[config.mk]
export PLATFORM = sky130hd
export DESIGN_NAME = sn_gen_sched
export DESIGN_NICKNAME = d
export VERILOG_FILES = /design/src/rtl/sn_gen_sched.sv
export SDC_FILE = /design/constraint.sdc
export NUM_CORES = 1
export LEC_CHECK = 0
export ABC_AREA = 0
export BUFFER_PORTS_ARGS = -buffer_cell sky130_fd_sc_hd__buf_2
export CAP_MARGIN = 20
export CORE_MARGIN = 1.5
export CORE_UTILIZATION = 45
export DETAILED_ROUTE_END_ITERATION = 10
export PLACE_DENSITY = 0.88
export SETUP_SLACK_MARGIN = 0.2
export SYNTH_ARGS = -nofsm -noshare
export SYNTH_HDL_FRONTEND = slang
export SYNTH_SLANG_ARGS = --single-unit
[constraint.sdc]
create_clock -name i_clk_sn_sched -period 1.8 [get_ports i_clk_sn_sched]
set_input_delay 0.36 -clock i_clk_sn_sched [delete_from_list [all_inputs] [get_ports i_clk_sn_sched]]
set_output_delay 0.36 -clock i_clk_sn_sched [all_outputs]
set_load 0.01 [all_outputs]
[src/rtl/sn_gen_sched.sv]
// sn_gen_sched: round-robin scheduler and sequencer for the shared
// stochastic-number generator (start, 2^NUM_BIT stream cycles, stop, done).
module sn_gen_sched #(
  parameter int NUM_BIT = 8,
  parameter int DIM     = 4,
  parameter int NUM_REQ = 2,
  parameter int ID_W    = 1
) (
  input  logic                       i_clk_sn_sched,
  input  logic                       i_rst_sn_sched,
  input  logic [NUM_REQ-1:0]         i_req_valid,
  input  logic [NUM_REQ*DIM*NUM_BIT-1:0] i_req_x,
  output logic [NUM_REQ-1:0]         o_req_ready,
  output logic [DIM*NUM_BIT-1:0]     o_x_bn,
  output logic                       o_start_sng,
  output logic                       o_stop_sng,
  input  logic                       i_isgen_sng,
  output logic                       o_bit_valid,
  output logic [NUM_BIT-1:0]         o_bit_idx,
  output logic [ID_W-1:0]            o_owner,
  output logic                       o_done,
  output logic                       o_busy,
  output logic                       o_err
);

  localparam int VW = DIM * NUM_BIT;

  typedef enum logic [1:0] {
    IDLE,
    START,
    RUN,
    STOP
  } state_t;

  state_t             state_q, state_d;
  logic [NUM_BIT-1:0] cnt_q, cnt_d;
  logic [ID_W-1:0]    ptr_q, ptr_d;
  logic [ID_W-1:0]    owner_q, owner_d;
  logic [VW-1:0]      x_q, x_d;
  logic               err_q, err_d;
  logic [NUM_REQ-1:0] gnt;
  logic [ID_W-1:0]    gnt_id;

  // Cyclic search for the first valid requester after the rr pointer.
  always_comb begin
    logic [ID_W-1:0] idx;
    logic            found;
    gnt    = '0;
    gnt_id = '0;
    idx    = '0;
    found  = 1'b0;
    for (int i = 1; i <= NUM_REQ; i++) begin
      idx = ID_W'((int'(ptr_q) + i) % NUM_REQ);
      if (!found && i_req_valid[idx]) begin
        found       = 1'b1;
        gnt[idx]    = 1'b1;
        gnt_id      = idx;
      end
    end
    if (state_q != IDLE || !i_rst_sn_sched) begin
      gnt    = '0;
      gnt_id = '0;
    end
  end

  // Next-state logic: grant/latch, start, stream count, stop.
  always_comb begin
    state_d = state_q;
    cnt_d   = cnt_q;
    ptr_d   = ptr_q;
    owner_d = owner_q;
    x_d     = x_q;
    err_d   = err_q;
    unique case (state_q)
      IDLE: begin
        if (|gnt) begin
          for (int r = 0; r < NUM_REQ; r++) begin
            if (gnt[r]) x_d = i_req_x[r*VW +: VW];
          end
          owner_d = gnt_id;
          ptr_d   = gnt_id;
          state_d = START;
        end
      end
      START: begin
        cnt_d   = '0;
        state_d = RUN;
      end
      RUN: begin
        cnt_d = cnt_q + 1'b1;
        if (!i_isgen_sng) err_d = 1'b1;
        if (cnt_q == '1) state_d = STOP;
      end
      STOP: begin
        state_d = IDLE;
      end
      default: begin
        state_d = IDLE;
      end
    endcase
  end

  // State register with synchronous active-low reset.
  always_ff @(posedge i_clk_sn_sched) begin
    if (!i_rst_sn_sched) begin
      state_q <= IDLE;
      cnt_q   <= '0;
      ptr_q   <= ID_W'(NUM_REQ - 1);
      owner_q <= '0;
      x_q     <= '0;
      err_q   <= 1'b0;
    end else begin
      state_q <= state_d;
      cnt_q   <= cnt_d;
      ptr_q   <= ptr_d;
      owner_q <= owner_d;
      x_q     <= x_d;
      err_q   <= err_d;
    end
  end

  assign o_req_ready = gnt;
  assign o_x_bn      = x_q;
  assign o_start_sng = (state_q == START);
  assign o_stop_sng  = (state_q == STOP);
  assign o_done      = (state_q == STOP);
  assign o_bit_valid = (state_q == RUN);
  assign o_bit_idx   = (state_q == RUN) ? cnt_q : '0;
  assign o_owner     = owner_q;
  assign o_busy      = (state_q != IDLE);
  assign o_err       = err_q;

endmodule

# == After elaboration in Yosys (flattened, before gate mapping) ==
# Index checks and enable logic that the tools add are counted.
# classes
n_addsub,3
n_lt_le_gt_ge,4
n_eq_ne,6
muxes,22
n_bitwise,2
reduce_logical,15
# op_table
cell,n
2-to-1 mux 32 bit,2
one-hot mux 8 bit (2 select lines),1
2-to-1 mux 1 bit,10
2-to-1 mux 2 bit,5
adder 8 x 1 -> 8 bit (second input constant),1
== test 8 bit (second input constant),1
2-to-1 mux 8 bit,1
one-hot mux 2 bit (4 select lines),1
AND reduction 2 bit,3
nonzero test 2 bit,3
== test 2 bit (second input constant),2
less-than comparator 1 x 2 -> 1 bit (second input constant),2
logical AND 1 bit,3
AND reduction 3 bit,1
adder 1 bit (second input constant),2
demux 1 bit (select 1 bit),2
== test 2 x 1 -> 1 bit (second input constant),1
>= comparator 1 bit (second input constant),2
zero test 1 bit,2
zero test 2 bit,1
inequality test 2 x 1 -> 1 bit (second input constant),1
inequality test 2 bit (second input constant),1
OR 2 bit,1
OR reduction 2 bit,1
other kinds (2),2
# word_totals
regBits,45
in_bits,69
word_cells,58

# == Longest topological paths before layout ==
# Gate-level depths: netlist of the first run.
# depth
depth_word,12
depth_mapped,8

# == Worst setup path before layout of the first run ==
# Ideal clock, no wire load.
# synth_path
path_type,register -> register
from,register state_q[0]
to,"register x_q[22], in the netlist o_x_bn[22]"
setup_ps,117
arrival_time_ps,1424
required_time_ps,1683
slack_ps,259
path_stages_with_launch,9
path_cell_list,dfxtp_1 > inv_1 > ha_1 > nand2_1 > or2_1 > buf_2 > buf_6 > nor3_2 > nor3_1
# synth_via
elab_chain_len,5
# synth_rtl
item,line_no,rtl
from (decl),35,"state_t state_q, state_d;"
from (signal assigned),113,state_q <= state_d;
nonzero test 2 bit,60,if (state_q != IDLE || !i_rst_sn_sched) begin
logical OR 1 bit,60,
2-to-1 mux 2 bit,60,
nonzero test 2 bit (no line) / OR reduction 2 bit (equally long branches),n/a,
AND reduction 3 bit (no line),n/a,
to (signal assigned),110,x_q <= '0;
to (signal assigned),117,x_q <= x_d;
to (decl),39,"logic [VW-1:0] x_q, x_d;"
# Several ways; a longest one is shown, not always the timed one.
# A chain may end at the register's enable or synchronous reset.

# == Worst setup path in the final report of the first run ==
# layout_path
from,register state_q[1]
to,output o_req_ready[0]
# layout_via
elab_chain_len,3
# layout_rtl
item,line_no,rtl
nonzero test 2 bit,60,
logical OR 1 bit,60,
2-to-1 mux 2 bit,60,
to (decl),13,"output logic [NUM_REQ-1:0] o_req_ready,"
# Every way passes these cells.

==> results of run 1 <==
-- per-layer routing --
metal  vias to the layer above  GRT usage [%]
met5                         -              0
met4                         0          6.996
met3                         8          5.350
met2                        92          37.88
met1                      1046          28.06
li1                       1157              -
-- final cells by class --
class	count	area, um2
repair buffers	143	825.8
well taps	67	83.83
multi-input cells	192	1205
fillers	415	1624
clock inverters	2	10.01
inverters	6	27.53
flip-flops and latches	45	905.9
clock buffers	6	72.57
-- cells in the mapped netlist, drive strengths merged --
cell    number  area [um2]
nor2        40       150.1
nor3        64       470.5
nand4        5       46.29
and3         1       6.260
mux2i        2       20.02
clkbuf       7       26.28
nand3        2       10.01
buf         13       105.1
xor2         4       35.03
nand2       10       37.54
ha           6       75.07
or3          2       12.51
dfxtp       45       900.9
a211o        1       8.760
xnor2        1       8.760
and2         8       50.05
or2          1       6.260
a21oi        4       20.02
o21ai       38       190.2
o211ai       1       7.510
inv          6       22.52
nor2b        1       6.260
o21a         1       7.510
-- timing repair --
action | 4_1_cts | 5_1_grt
setup endpoints to repair | 31 | 27
gates resized for setup | 14 | 4
setup buffers | 7 | 4
pin swaps | 2 | 3
-- logic make-up (layout without fill, tap and decap cells) --
logic type      count (synthesis)  in the layout  share of synthesized area, %
buf+inv                        26            157                         6.922
flops                          45             45                         40.52
xor+xnor                        5              5                         1.970
simple gates                  134            134                         35.79
fa+ha+maj                       6              6                         3.376
mux                             2              2                        0.9004
compound gates                 45             45                         10.52
-- worst register-to-register path, cell delays in order, from the launching register on --
cell and delay (ps):
dfxtp_4 360, inv_2 70, ha_4 140, nand2_1 70, or2_2 340, buf_4 230
nor3_1 160, nor3_1 70
-- power by group --
group          internal [mW]  switching, mW  leakage (nW)
combinational          0.844          0.982          1.13
sequential              1.24          0.126         0.371
clock                  0.270          0.337        0.0450
-- worst max path at each step --
| stage | cells after the start | end | slack (ps) |
|---|---|---|---|
| 3_5_place_dp | 8 | o_x_bn[30] | 110 |
| 5_1_grt | 6 | o_req_ready[0] | 70 |
| 2_1_floorplan | 8 | o_x_bn[22] | 260 |
| 3_3_place_gp | 7 | o_x_bn[20] | 220 |
| 4_1_cts | 6 | o_req_ready[0] | 130 |
| 6_report | 6 | o_req_ready[0] | 130 |
-- state kept, by name, summed over array words and instances, names as in the netlist --
| name | flops |
|---|---|
| o_x_bn | 32 |
| o_owner | 1 |
| ptr_q | 1 |
| o_err | 1 |
| cnt_q | 8 |
| state_q | 2 |
-- metrics by stage --
step / hold slack, ps / util, %
CTS: 328.7 / 64.55
global route: 345.3 / 65.84
detailed placement: 449.3 / 60.76
global placement: 441.9 / 60.76
finish: 337.9 / 65.84
floorplan: 467.0 / -
==> impl_metrics.toml, run 1 <==
[floorplan]
coreArea_mm2 = 0.004755
initial_core_util_pct = 46.76
io_pins = 118
rows = 25
dieArea_mm2 = 0.005371
die_w_um = 73.29
dieHeight_um = 73.29

[route]
drc = 0
wl_met3_um = 349
routedWlPerCell_um = 12.66
routed_wl_um = 5837
met2_length_um = 2838
viasPerCell = 4.996
via_count = 2303
top_layer_used = "met4"
drt_iter0_markers = 77
first_pass_iters = 4
wl_met1_um = 2591
drtAntennaViolNets = 0

[synth]
synth_nets = 338
synthCells = 263
avgSynthCellArea_um2 = 8.454
synth-seq-area-share_pct = 40.52
ys_seq_elements = 45
syn_area_mm2 = 0.002223
ys_warn_count = 0
yosysUniqueCellTypes = 29

[worst_setup_path]
path_buf_inv = 3
rrSetupSlack_ps = 260
cpPeakStageDelay_ps = 360
critPathLaunchType = "flip-flop"
cpMaxStageDelayCell = "dfxtp_4"
worst-setup-path-type = "flip-flop to output port"
path_cells = "inv_2, ha_4, buf_6, nand3_2, a21oi_2, buf_2"
r2r-start = "state_q[1]"
cp.arrival_ps = 1310
crit_start = "state_q[1]"
cp.required_ps = 1440
reg2reg_to = "o_x_bn[20]"
worstRegToRegCells = 7
critPathMaxFanout = 4
cp_top_family = "flip-flops"
setup.worst_path.end_class = "output port"

[sta]
final.setup_skew_ps = 9.025
slew_violations = 0
slew_headroom_pct = 81.96
finalCriticalPeriod_ps = 1670
grt_setup_unrepaired = "yes"
min_period_over_period_pct = 92.79
hold_violations = 0
fmax_mhz = 598.7
tightest_slew_ps = 270.6
setup_viol = 0
finalSetupTns_ps = 0
post-route-worst-setup-slack_ps = 129.8

[clock_network]
ctsHtreeMaxLevel = 2
cts_inserted_buffers = 5
cts_tree = "built"
cts.path.max_buffers = 2
clk_latency_ps = 290
cts_hold_buf = 0
clk_root_buffer_cell = "clkbuf_8"
clk_pin_slew_worst_paths_ps = 90
cts_sinks = 45

[placement]
dpl_cell_area_mm2 = 0.002889
dp.cells = 442
io_buffer_count = 117
dp_hpwl_um = 4114
place_congestion = 0.7458
dp_slack_ps = 114.4

[global_route]
grt_pass1_wl_um = 9363
grt_use_total_pct = 22.34
grt_max_degree = 26
overflow = 0
grt_pass1_vias = 2106
antenna_found_initial = 0

[finish]
nets = 468
diodes = 0
final_common_cell = "buf_2"
fin_area_mm2 = 0.003131
area_growth_pct = 40.80
final_cell_mix = "115 x buf_2, 43 x dfxtp_1, 39 x nor2_1, 37 x o21ai_0, 34 x nor3_1"
finalNonFillerCells = 461
drive_gt1_share_pct = 48.98

[outcome]
run_status = "completed"

[power_and_ir_drop]
p_total_mw = 3.798
vdd_drop_max_mv = 0.5852
p_per_area_mw_per_mm2 = 1213
leakagePower_nw = 1.543

[min_path]
hold_path_depth = 3
hold_path_end = "o_x_bn[13]"
hp-class = "input pin to flip-flop"
min_from = "i_req_x[45]"

[run]
max-cap-violations = 0
No activity file was read; power rests on OpenSTA's default activity.
==> run 2, diff against run 1 <==
Settings changed: MAX_ROUTING_LAYER set to met4.
==> run 2 against run 1 <==
Against the previous run: die area unchanged; maximum frequency about the same; sequential share of layout area unchanged; clock-buffer cell count unchanged; via count shrank 0.91%; core utilization is the same; sequential power barely moved; register-to-register slack is essentially flat; largest power group unchanged; combinational power hardly changed; cell count unchanged; non-clock buffer count unchanged.
==> impl_metrics.toml, run 2 (synthesis results as in run 1) <==
[outcome]
run_status = "completed"

[global_route]
grt_use_total_pct = 23.00
overflow = 0
antenna_found_initial = 0
grt_pass1_vias = 2106
grt_max_degree = 26
grt_pass1_wl_um = 9363

[floorplan]
die_w_um = 73.29
dieHeight_um = 73.29
rows = 25
dieArea_mm2 = 0.005371
coreArea_mm2 = 0.004755
io_pins = 118
initial_core_util_pct = 46.76

[placement]
dp_hpwl_um = 4114
dpl_cell_area_mm2 = 0.002889
io_buffer_count = 117
place_congestion = 0.7553
dp.cells = 442

[worst_setup_path]
cp.arrival_ps = 1310
critPathLaunchType = "flip-flop"
reg2reg_to = "o_x_bn[20]"
rrSetupSlack_ps = 260
cp.required_ps = 1440
setup.worst_path.end_class = "output port"
worst-setup-path-type = "flip-flop to output port"
worstRegToRegCells = 7
r2r-start = "state_q[1]"
critPathMaxFanout = 4

[sta]
hold_violations = 0
slew_violations = 0
fmax_mhz = 598.5
whs_ps = 338.0
setup_viol = 0
slew_headroom_pct = 81.99
finalSetupTns_ps = 0
finalCriticalPeriod_ps = 1671
tightest_slew_ps = 270.1
min_period_over_period_pct = 92.82
grt_setup_unrepaired = "yes"
final.setup_skew_ps = 10.10

[clock_network]
clk_root_buffer_cell = "clkbuf_8"
cts_tree = "built"
cts_inserted_buffers = 5
cts_sinks = 45
clk_latency_ps = 290
clk_pin_slew_worst_paths_ps = 90
ctsHtreeMaxLevel = 2
cts_hold_buf = 0
cts.path.max_buffers = 2

[route]
routed_wl_um = 5838
viasPerCell = 4.950
drc = 0
drtAntennaViolNets = 0
via_count = 2282
first_pass_iters = 4
drt_iter0_markers = 74
routedWlPerCell_um = 12.66

[finish]
diodes = 0
nets = 468
final_common_cell = "buf_2"
fin_area_mm2 = 0.003131
largest_reg_flops = 32
final_cell_mix = "115 x buf_2, 43 x dfxtp_1, 39 x nor2_1, 37 x o21ai_0, 34 x nor3_1"
area_growth_pct = 40.80
finalNonFillerCells = 461
drive_gt1_share_pct = 48.98

[power_and_ir_drop]
seqPwrFrac_pct = 35.9
vdd_drop_max_mv = 0.5842
clkPwrFrac_pct = 16.0
p_per_area_mw_per_mm2 = 1213
power_frac_comb_pct = 48.1
leakagePower_nw = 1.543
swShare_pct = 38.04
p_int_mw = 2.353
switchingPower_mw = 1.445

[min_path]
hold_path_end = "o_x_bn[13]"
min_from = "i_req_x[45]"
hold_path_depth = 3
hp-class = "input pin to flip-flop"

[run]
max-cap-violations = 0
[run 2: cell counts in the layout (fill, tap and decap cells not counted)]
Identical to the previous run, type by type.
[run 2: worst max-delay path by stage]
| stage | depth (start not counted) | to | from |
|---|---|---|---|
| after global placement | 7 | o_x_bn[20] | state_q[0] |
| after floorplan | 8 | o_x_bn[22] | state_q[0] |
| after detailed placement | 8 | o_x_bn[30] | state_q[0] |
| final | 6 | o_req_ready[0] | state_q[1] |
| after CTS | 6 | o_req_ready[0] | state_q[1] |
| after global routing | 6 | o_req_ready[0] | state_q[1] |
[run 2: area by class of cell]
class | count | area [um2]
clock buffers | 6 | 72.57
flip-flops and latches | 45 | 905.9
well taps | 67 | 83.83
inverters | 6 | 27.53
clock inverters | 2 | 10.01
fillers | 415 | 1624
multi-input cells | 192 | 1205
repair buffers | 143 | 825.8
[run 2: timing repair]
action,4_1_cts,5_1_grt
pin swaps,2,3
endpoints found under the setup margin,31,27
resized for setup,14,4
buffers inserted,7,4
cloned,0,0
[run 2: power by group through the flow]
stage	Sequential [mW]	Clock (mW)	Combinational [mW]
finish	1.36	0.608	1.83
global route	1.39	0.664	2.02
CTS	1.36	0.621	1.72
detailed placement	1.37	0	1.53
global placement	1.36	0	1.50
floorplan	1.46	0	0.878
[run 2: worst max-delay path, cell delays in order, from the launching register on]
cell     delay [ps]
dfxtp_4         360
inv_2            70
ha_4            140
buf_6           110
nand3_2          60
a21oi_2         130
buf_2           150
[run 2: layer usage]
metal | up-vias | wire (um) | track usage, %
li1 | 1156 | - | -
met1 | 1040 | 2637 | 28.66
met2 | 82 | 2844 | 37.88
met3 | 4 | 308 | 4.390
met4 | 0 | 48 | 6.996
met5 | - | 0 | -
[run 2: per-stage QoR]
step / power (mW) / setup slack, ps / utilization [%]
6_report: 3.799 / 129.2 / 65.84
5_1_grt: 4.071 / 66.45 / 65.84
4_1_cts: 3.704 / 129.4 / 64.55
3_5_place_dp: 2.903 / 114.4 / 60.76
3_3_place_gp: 2.867 / 223.2 / 60.76
2_1_floorplan: 2.334 / 258.5 / -
